--- config.mk ---
export PLATFORM = sky130hd
export DESIGN_NAME = fetch_unit_flat
export DESIGN_NICKNAME = d
export VERILOG_FILES = /design/src/rtl/fetch_unit_if.sv /design/src/rtl/fetch_unit.sv /design/src/flat_wrapper.sv
export SDC_FILE = /design/constraint.sdc
export NUM_CORES = 1
export LEC_CHECK = 0
export ABC_AREA = 1
export ABC_CLOCK_PERIOD_IN_PS = 4200
export CELL_PAD_IN_SITES_DETAIL_PLACEMENT = 0
export CELL_PAD_IN_SITES_GLOBAL_PLACEMENT = 1
export CORE_ASPECT_RATIO = 1.2
export CORE_UTILIZATION = 36
export CTS_CLUSTER_DIAMETER = 30
export DETAILED_ROUTE_END_ITERATION = 10
export GPL_TIMING_DRIVEN = 0
export PLACE_DENSITY_LB_ADDON = 0.1
export SYNTH_ARGS = -nofsm -noshare
export SYNTH_HDL_FRONTEND = slang
export SYNTH_SLANG_ARGS = --single-unit
--- constraint.sdc ---
create_clock -name clk_in -period 4.2 [get_ports clk_in]
set_input_delay 0.84 -clock clk_in [delete_from_list [all_inputs] [get_ports clk_in]]
set_output_delay 0.84 -clock clk_in [all_outputs]
set_load 0.02 [all_outputs]
--- src/rtl/fetch_unit_if.sv ---
// Bundle of the fetch unit's instruction-memory bus, IF/ID hand-off and redirect signals.
// The master modport is the fetch unit's view; slave is the surrounding pipeline/memory.
interface fetch_unit_if #(
  parameter int WIDTH = 32
);
  logic             stall_in;
  logic             redirect_in;
  logic [WIDTH-1:0] redirect_pc_in;
  logic             imem_req_out;
  logic [WIDTH-1:0] imem_addr_out;
  logic             imem_ack_in;
  logic [WIDTH-1:0] imem_rdata_in;
  logic [WIDTH-1:0] pc_out;
  logic [WIDTH-1:0] instr_out;
  logic             valid_out;

  modport master (
    input  stall_in, redirect_in, redirect_pc_in, imem_ack_in, imem_rdata_in,
    output imem_req_out, imem_addr_out, pc_out, instr_out, valid_out
  );

  modport slave (
    output stall_in, redirect_in, redirect_pc_in, imem_ack_in, imem_rdata_in,
    input  imem_req_out, imem_addr_out, pc_out, instr_out, valid_out
  );
endinterface

--- src/rtl/fetch_unit.sv ---
// Instruction fetch stage: issues one word request at a time, buffers up to two
// fetched {pc, instr} pairs for IF/ID, and flushes/redirects on taken branches.
module fetch_unit #(
  parameter int               WIDTH    = 32,
  parameter logic [WIDTH-1:0] RESET_PC = '0
) (
  input logic          clk_in,
  input logic          rst_in,
  fetch_unit_if.master bus
);

  typedef enum logic [1:0] {
    IDLE,
    REQ,
    DROP
  } state_t;

  localparam logic [WIDTH-1:0] NOP_INSTR = WIDTH'(32'h0000_0013);

  state_t           state_q, state_d;
  logic [WIDTH-1:0] fetch_pc_q, fetch_pc_d;
  logic [WIDTH-1:0] req_addr_q;
  logic             req_q;
  logic [1:0]       count_q, count_d;
  logic             rd_ptr_q, wr_ptr_q;
  logic [WIDTH-1:0] fifo_pc_q    [2];
  logic [WIDTH-1:0] fifo_instr_q [2];

  logic             req;
  logic [WIDTH-1:0] addr;
  logic             push;
  logic             pop;
  logic             valid;

  // In REQ the fetch PC cannot move while a request is outstanding, so it is the held address.
  always_comb begin
    req  = 1'b0;
    addr = fetch_pc_q;
    case (state_q)
      IDLE: begin
        req = 1'b0;
      end
      REQ: begin
        req = (count_q < 2'd2) || req_q;
      end
      DROP: begin
        req  = 1'b1;
        addr = req_addr_q;
      end
      default: begin
        req = 1'b0;
      end
    endcase
  end

  assign valid = (count_q != 2'd0);
  assign pop   = valid && !bus.stall_in;
  assign push  = (state_q == REQ) && req && bus.imem_ack_in && !bus.redirect_in;

  always_comb begin
    state_d    = state_q;
    fetch_pc_d = fetch_pc_q;
    count_d    = count_q;

    case (state_q)
      IDLE: state_d = REQ;
      REQ: begin
        if (bus.redirect_in && req && !bus.imem_ack_in) begin
          state_d = DROP;
        end else begin
          state_d = REQ;
        end
      end
      DROP: begin
        if (bus.imem_ack_in) begin
          state_d = REQ;
        end else begin
          state_d = DROP;
        end
      end
      default: state_d = IDLE;
    endcase

    // Redirect wins over both push and pop: everything buffered is on the wrong path.
    if (bus.redirect_in) begin
      fetch_pc_d = {bus.redirect_pc_in[WIDTH-1:2], 2'b00};
      count_d    = 2'd0;
    end else begin
      if (push) begin
        fetch_pc_d = fetch_pc_q + WIDTH'(4);
      end
      case ({push, pop})
        2'b10:   count_d = count_q + 2'd1;
        2'b01:   count_d = count_q - 2'd1;
        default: count_d = count_q;
      endcase
    end
  end

  always_ff @(posedge clk_in or negedge rst_in) begin
    if (!rst_in) begin
      state_q    <= IDLE;
      fetch_pc_q <= RESET_PC;
      req_addr_q <= RESET_PC;
      req_q      <= 1'b0;
      count_q    <= 2'd0;
      rd_ptr_q   <= 1'b0;
      wr_ptr_q   <= 1'b0;
    end else begin
      state_q    <= state_d;
      fetch_pc_q <= fetch_pc_d;
      req_addr_q <= addr;
      req_q      <= req && !bus.imem_ack_in;
      count_q    <= count_d;
      if (bus.redirect_in) begin
        rd_ptr_q <= 1'b0;
        wr_ptr_q <= 1'b0;
      end else begin
        if (push) begin
          wr_ptr_q <= ~wr_ptr_q;
        end
        if (pop) begin
          rd_ptr_q <= ~rd_ptr_q;
        end
      end
    end
  end

  // Storage needs no reset; the head is masked by valid until an entry is written.
  always_ff @(posedge clk_in) begin
    if (push) begin
      fifo_pc_q[wr_ptr_q]    <= fetch_pc_q;
      fifo_instr_q[wr_ptr_q] <= bus.imem_rdata_in;
    end
  end

  assign bus.imem_req_out  = req;
  assign bus.imem_addr_out = addr;
  assign bus.valid_out     = valid;
  assign bus.pc_out        = valid ? fifo_pc_q[rd_ptr_q] : '0;
  assign bus.instr_out     = valid ? fifo_instr_q[rd_ptr_q] : NOP_INSTR;

endmodule
--- src/flat_wrapper.sv ---
// flat-port wrapper written by rule: the top's interface ports become plain ports
module fetch_unit_flat 
#(
  parameter int               WIDTH    = 32,
  parameter logic [WIDTH-1:0] RESET_PC = '0
)
  (clk_in, rst_in, bus_stall_in, bus_redirect_in, bus_redirect_pc_in, bus_imem_ack_in, bus_imem_rdata_in, bus_imem_req_out, bus_imem_addr_out, bus_pc_out, bus_instr_out, bus_valid_out);
  fetch_unit_if #(.WIDTH(WIDTH)) bus_i ();
  input logic clk_in;
  input logic rst_in;
  input wire logic [$bits(bus_i.stall_in)-1:0] bus_stall_in;
  input wire logic [$bits(bus_i.redirect_in)-1:0] bus_redirect_in;
  input wire logic [$bits(bus_i.redirect_pc_in)-1:0] bus_redirect_pc_in;
  input wire logic [$bits(bus_i.imem_ack_in)-1:0] bus_imem_ack_in;
  input wire logic [$bits(bus_i.imem_rdata_in)-1:0] bus_imem_rdata_in;
  output wire logic [$bits(bus_i.imem_req_out)-1:0] bus_imem_req_out;
  output wire logic [$bits(bus_i.imem_addr_out)-1:0] bus_imem_addr_out;
  output wire logic [$bits(bus_i.pc_out)-1:0] bus_pc_out;
  output wire logic [$bits(bus_i.instr_out)-1:0] bus_instr_out;
  output wire logic [$bits(bus_i.valid_out)-1:0] bus_valid_out;
  assign bus_i.stall_in = bus_stall_in;
  assign bus_i.redirect_in = bus_redirect_in;
  assign bus_i.redirect_pc_in = bus_redirect_pc_in;
  assign bus_i.imem_ack_in = bus_imem_ack_in;
  assign bus_i.imem_rdata_in = bus_imem_rdata_in;
  assign bus_imem_req_out = bus_i.imem_req_out;
  assign bus_imem_addr_out = bus_i.imem_addr_out;
  assign bus_pc_out = bus_i.pc_out;
  assign bus_instr_out = bus_i.instr_out;
  assign bus_valid_out = bus_i.valid_out;
  fetch_unit #(.WIDTH(WIDTH), .RESET_PC(RESET_PC)) u_core (.clk_in(clk_in), .rst_in(rst_in), .bus(bus_i));
endmodule
==> results.ini <==
[global_routing]
met2_usage_pct = 34.41
grt_pass1_wl_um = 34360
grt.overflow.total = 0
grt_start_max_net_pins = 40
antenna_found_initial = 0
grtUsageMet3_pct = 3.621
grt-busiest-layer = met2
gr-usage-met1_pct = 24.26
grt_usage_pct = 19.29
grt_pass1_vias = 6303

[floorplan]
rows = 60
pin_count = 167
initial_core_util_pct = 36.97
coreArea_sq_um = 22600
die_w_um = 141.1
die_h_um = 168.9
dieArea_sq_um = 23820

[timing]
hold_ws_ns = 0.3270
setup_tns_ns = 0
fmax_mhz = 268.8
max_slew_margin_pct = 52.95
tightest_slew_ns = 0.7047
slew_violations = 0
rsz0062_at_grt = no
min_period_ns = 3.720
finalSetupViolCount = 0
finalCritPeriodShare_pct = 88.57
timing.final.ws_setup_ns = 0.4802
skew_ns = 0.01702
finalHoldViolCount = 0

[setup_path]
critPathTopFamily = buffers and inverters
path_max_fanout = 10
cp_slowest_cell = clkdlybuf4s50_1
crit_top_cell = clkbuf_1
start_kind = flop
required_ns = 3.36
critPathBufInv = 4
crit_arrival_ns = 2.88
critical_path.max_stage_delay_ns = 0.67
crit_type = reg2out
end_kind = primary output
crit_chain = inv_1 -> ha_1 -> clkbuf_1 -> clkbuf_1 -> nand2_1 -> o21ai_0 -> clkdlybuf4s50_1

[placed_design]
dp_slack_ns = 0.7853
placed_area_sq_um = 10450
port_buffers = 162
place_hpwl_um = 15980
gp_congestion = 0.7850

[yosys]
yosysWarningCount = 0
synth-seq-area-share_pct = 65.25
avgSynthCellArea_sq_um = 9.980
synth_cell_types = 29
syn_area_sq_um = 8353
synth-seq-cells = 193
synthCells = 837

[clock_tree]
cts_hold_buffers = 0
cts-root-buf = clkbuf_16
clock_latency_ns = 0.43
cts_tree = built
cts_buffer_depth = 2
cts_buffers = 17
postCtsSetupRepairBufs = 0
path_clk_slew_ns = 0.08
clock-sinks = 193
cts_max_level = 4
cts_resized = 0

[routing]
num_vias = 6279
first_iter_violations = 296
drc = 0
drt-vias-per-instance = 4.668
firstDrtPassIters = 5
wl_per_cell_um = 16.33
drtAntennaViolNets = 0
routed_wl_um = 21960

[run]
drv_cap = 0

[cells_and_area]
num-fill-cells = 2147
fin_area_sq_um = 11030
drive_above_1_share_pct = 7.150
antenna-diode-count = 0
nets = 1097
area_growth_pct = 32.07

[power_and_ir_drop]
power.total_w = 0.007077
peakVddDrop_mv = 0.3243
leakage_nw = 4.244
power_density_nw_per_um2 = 641.5

[outcome]
status = completed

[worst_hold_path]
hold_class = in2async

## stage by stage
stage                     utilization, %  std cells
after global routing               48.82       1345
after global placement             45.89       1310
final                              48.82       1345
after CTS                          48.82       1345
after detailed placement           46.25       1314
after floorplan                        -        838
## layout by cell type, fill, tap and decap left out, types with 5 or more instances in the layout
cell | synthesis | layout
dfrtp_1 | 69 | 69
nor2_4 | 7 | 8
nand2_2 | 7 | 7
buf_2 | 5 | 5
edfxtp_1 | 124 | 124
clkinv_4 | 0 | 5
nand4_1 | 5 | 5
nor2_1 | 41 | 40
nand3_1 | 37 | 37
xor2_1 | 13 | 13
a21oi_1 | 64 | 64
o21ai_0 | 30 | 30
o211ai_1 | 8 | 8
clkbuf_16 | 0 | 17
nand2_1 | 319 | 319
clkbuf_1 | 22 | 22
nor2_2 | 5 | 5
ha_1 | 5 | 5
inv_1 | 46 | 45
clkdlybuf4s50_1 | 0 | 161
## synthesized netlist by cell type (all sizes together)
cell type	number	area (sq um)
dfrtp	69	1727
buf	15	96.33
ha	5	62.56
nand2	326	1241
inv	49	183.9
xor2	13	113.9
o22ai	1	6.260
nand4	5	31.28
a21oi	64	320.3
o21ai	31	155.1
a31oi	4	25.02
and2	2	12.51
o211ai	8	60.06
xnor2	1	8.760
edfxtp	124	3724
conb	1	3.750
clkbuf	22	82.58
nand3	40	215.2
nor2	53	264.0
nor3	4	20.02
## logic make-up (layout without fill, tap and decap cells)
group | count (synthesis) | count (layout) | share of synthesized area, %
other cells | 1 | 2 | 0.04489
flops | 193 | 193 | 65.25
simple gates | 430 | 430 | 21.36
xor+xnor | 14 | 14 | 1.468
fa+ha+maj | 5 | 5 | 0.7490
compound gates | 108 | 108 | 6.785
buf+inv | 86 | 283 | 4.344
## layout make-up
type / count / area (sq um) / share of cell area, %
Sequential cell: 193 / 5450 / 49.40
Inverter: 49 / 183.9 / 1.667
Clock buffer: 17 / 425.4 / 3.856
Tap cell: 310 / 387.9 / 3.516
Clock inverter: 14 / 155.1 / 1.406
Timing Repair Buffer: 166 / 1699 / 15.40
Buffer: 37 / 178.9 / 1.622
Multi-Input combinational cell: 559 / 2551 / 23.13
## per-layer routing
layer / share of wire [%] / vias up
met4: 0.68 / 0
li1: - / 3145
met1: 44 / 2954
met2: 51 / 169
met5: 0 / -
met3: 4.2 / 11
## worst paths after layout
check,cells past startpoint,startpoint,endpoint,slack [ns]
setup / recovery,7,u_core.state_q[0],bus_imem_addr_out[31],0.48
hold / removal,1,rst_in,u_core.req_addr_q[24],0.33
setup reg to reg,10,u_core.state_q[1],u_core.fifo_pc_q[0][18],1.51
hold reg to reg,2,u_core.req_addr_q[1],u_core.req_addr_q[1],0.46
max in group asynchronous,2,rst_in,u_core.fetch_pc_q[10],3.29
min in group clk_in,2,u_core.req_addr_q[1],u_core.req_addr_q[1],0.46
## flip-flops by register name, indices dropped and copies added (netlist names)
signal / cells
u_core.req_addr_q: 32
u_core.req_q: 1
u_core.rd_ptr_q: 1
u_core.fifo_pc_q: 60
u_core.fifo_instr_q: 64
u_core.count_q: 2
u_core.fetch_pc_q: 30
u_core.wr_ptr_q: 1
u_core.state_q: 2
## power breakdown
group	total, W	internal (W)	switching (W)	leakage [nW]
combinational	0.00283	0.00110	0.00173	2.01
sequential	0.00268	0.00242	0.000259	1.97
clock	0.00157	0.000834	0.000736	0.272
total	0.00708	0.00435	0.00272	4.24
Power figures use the tool's default switching activity.
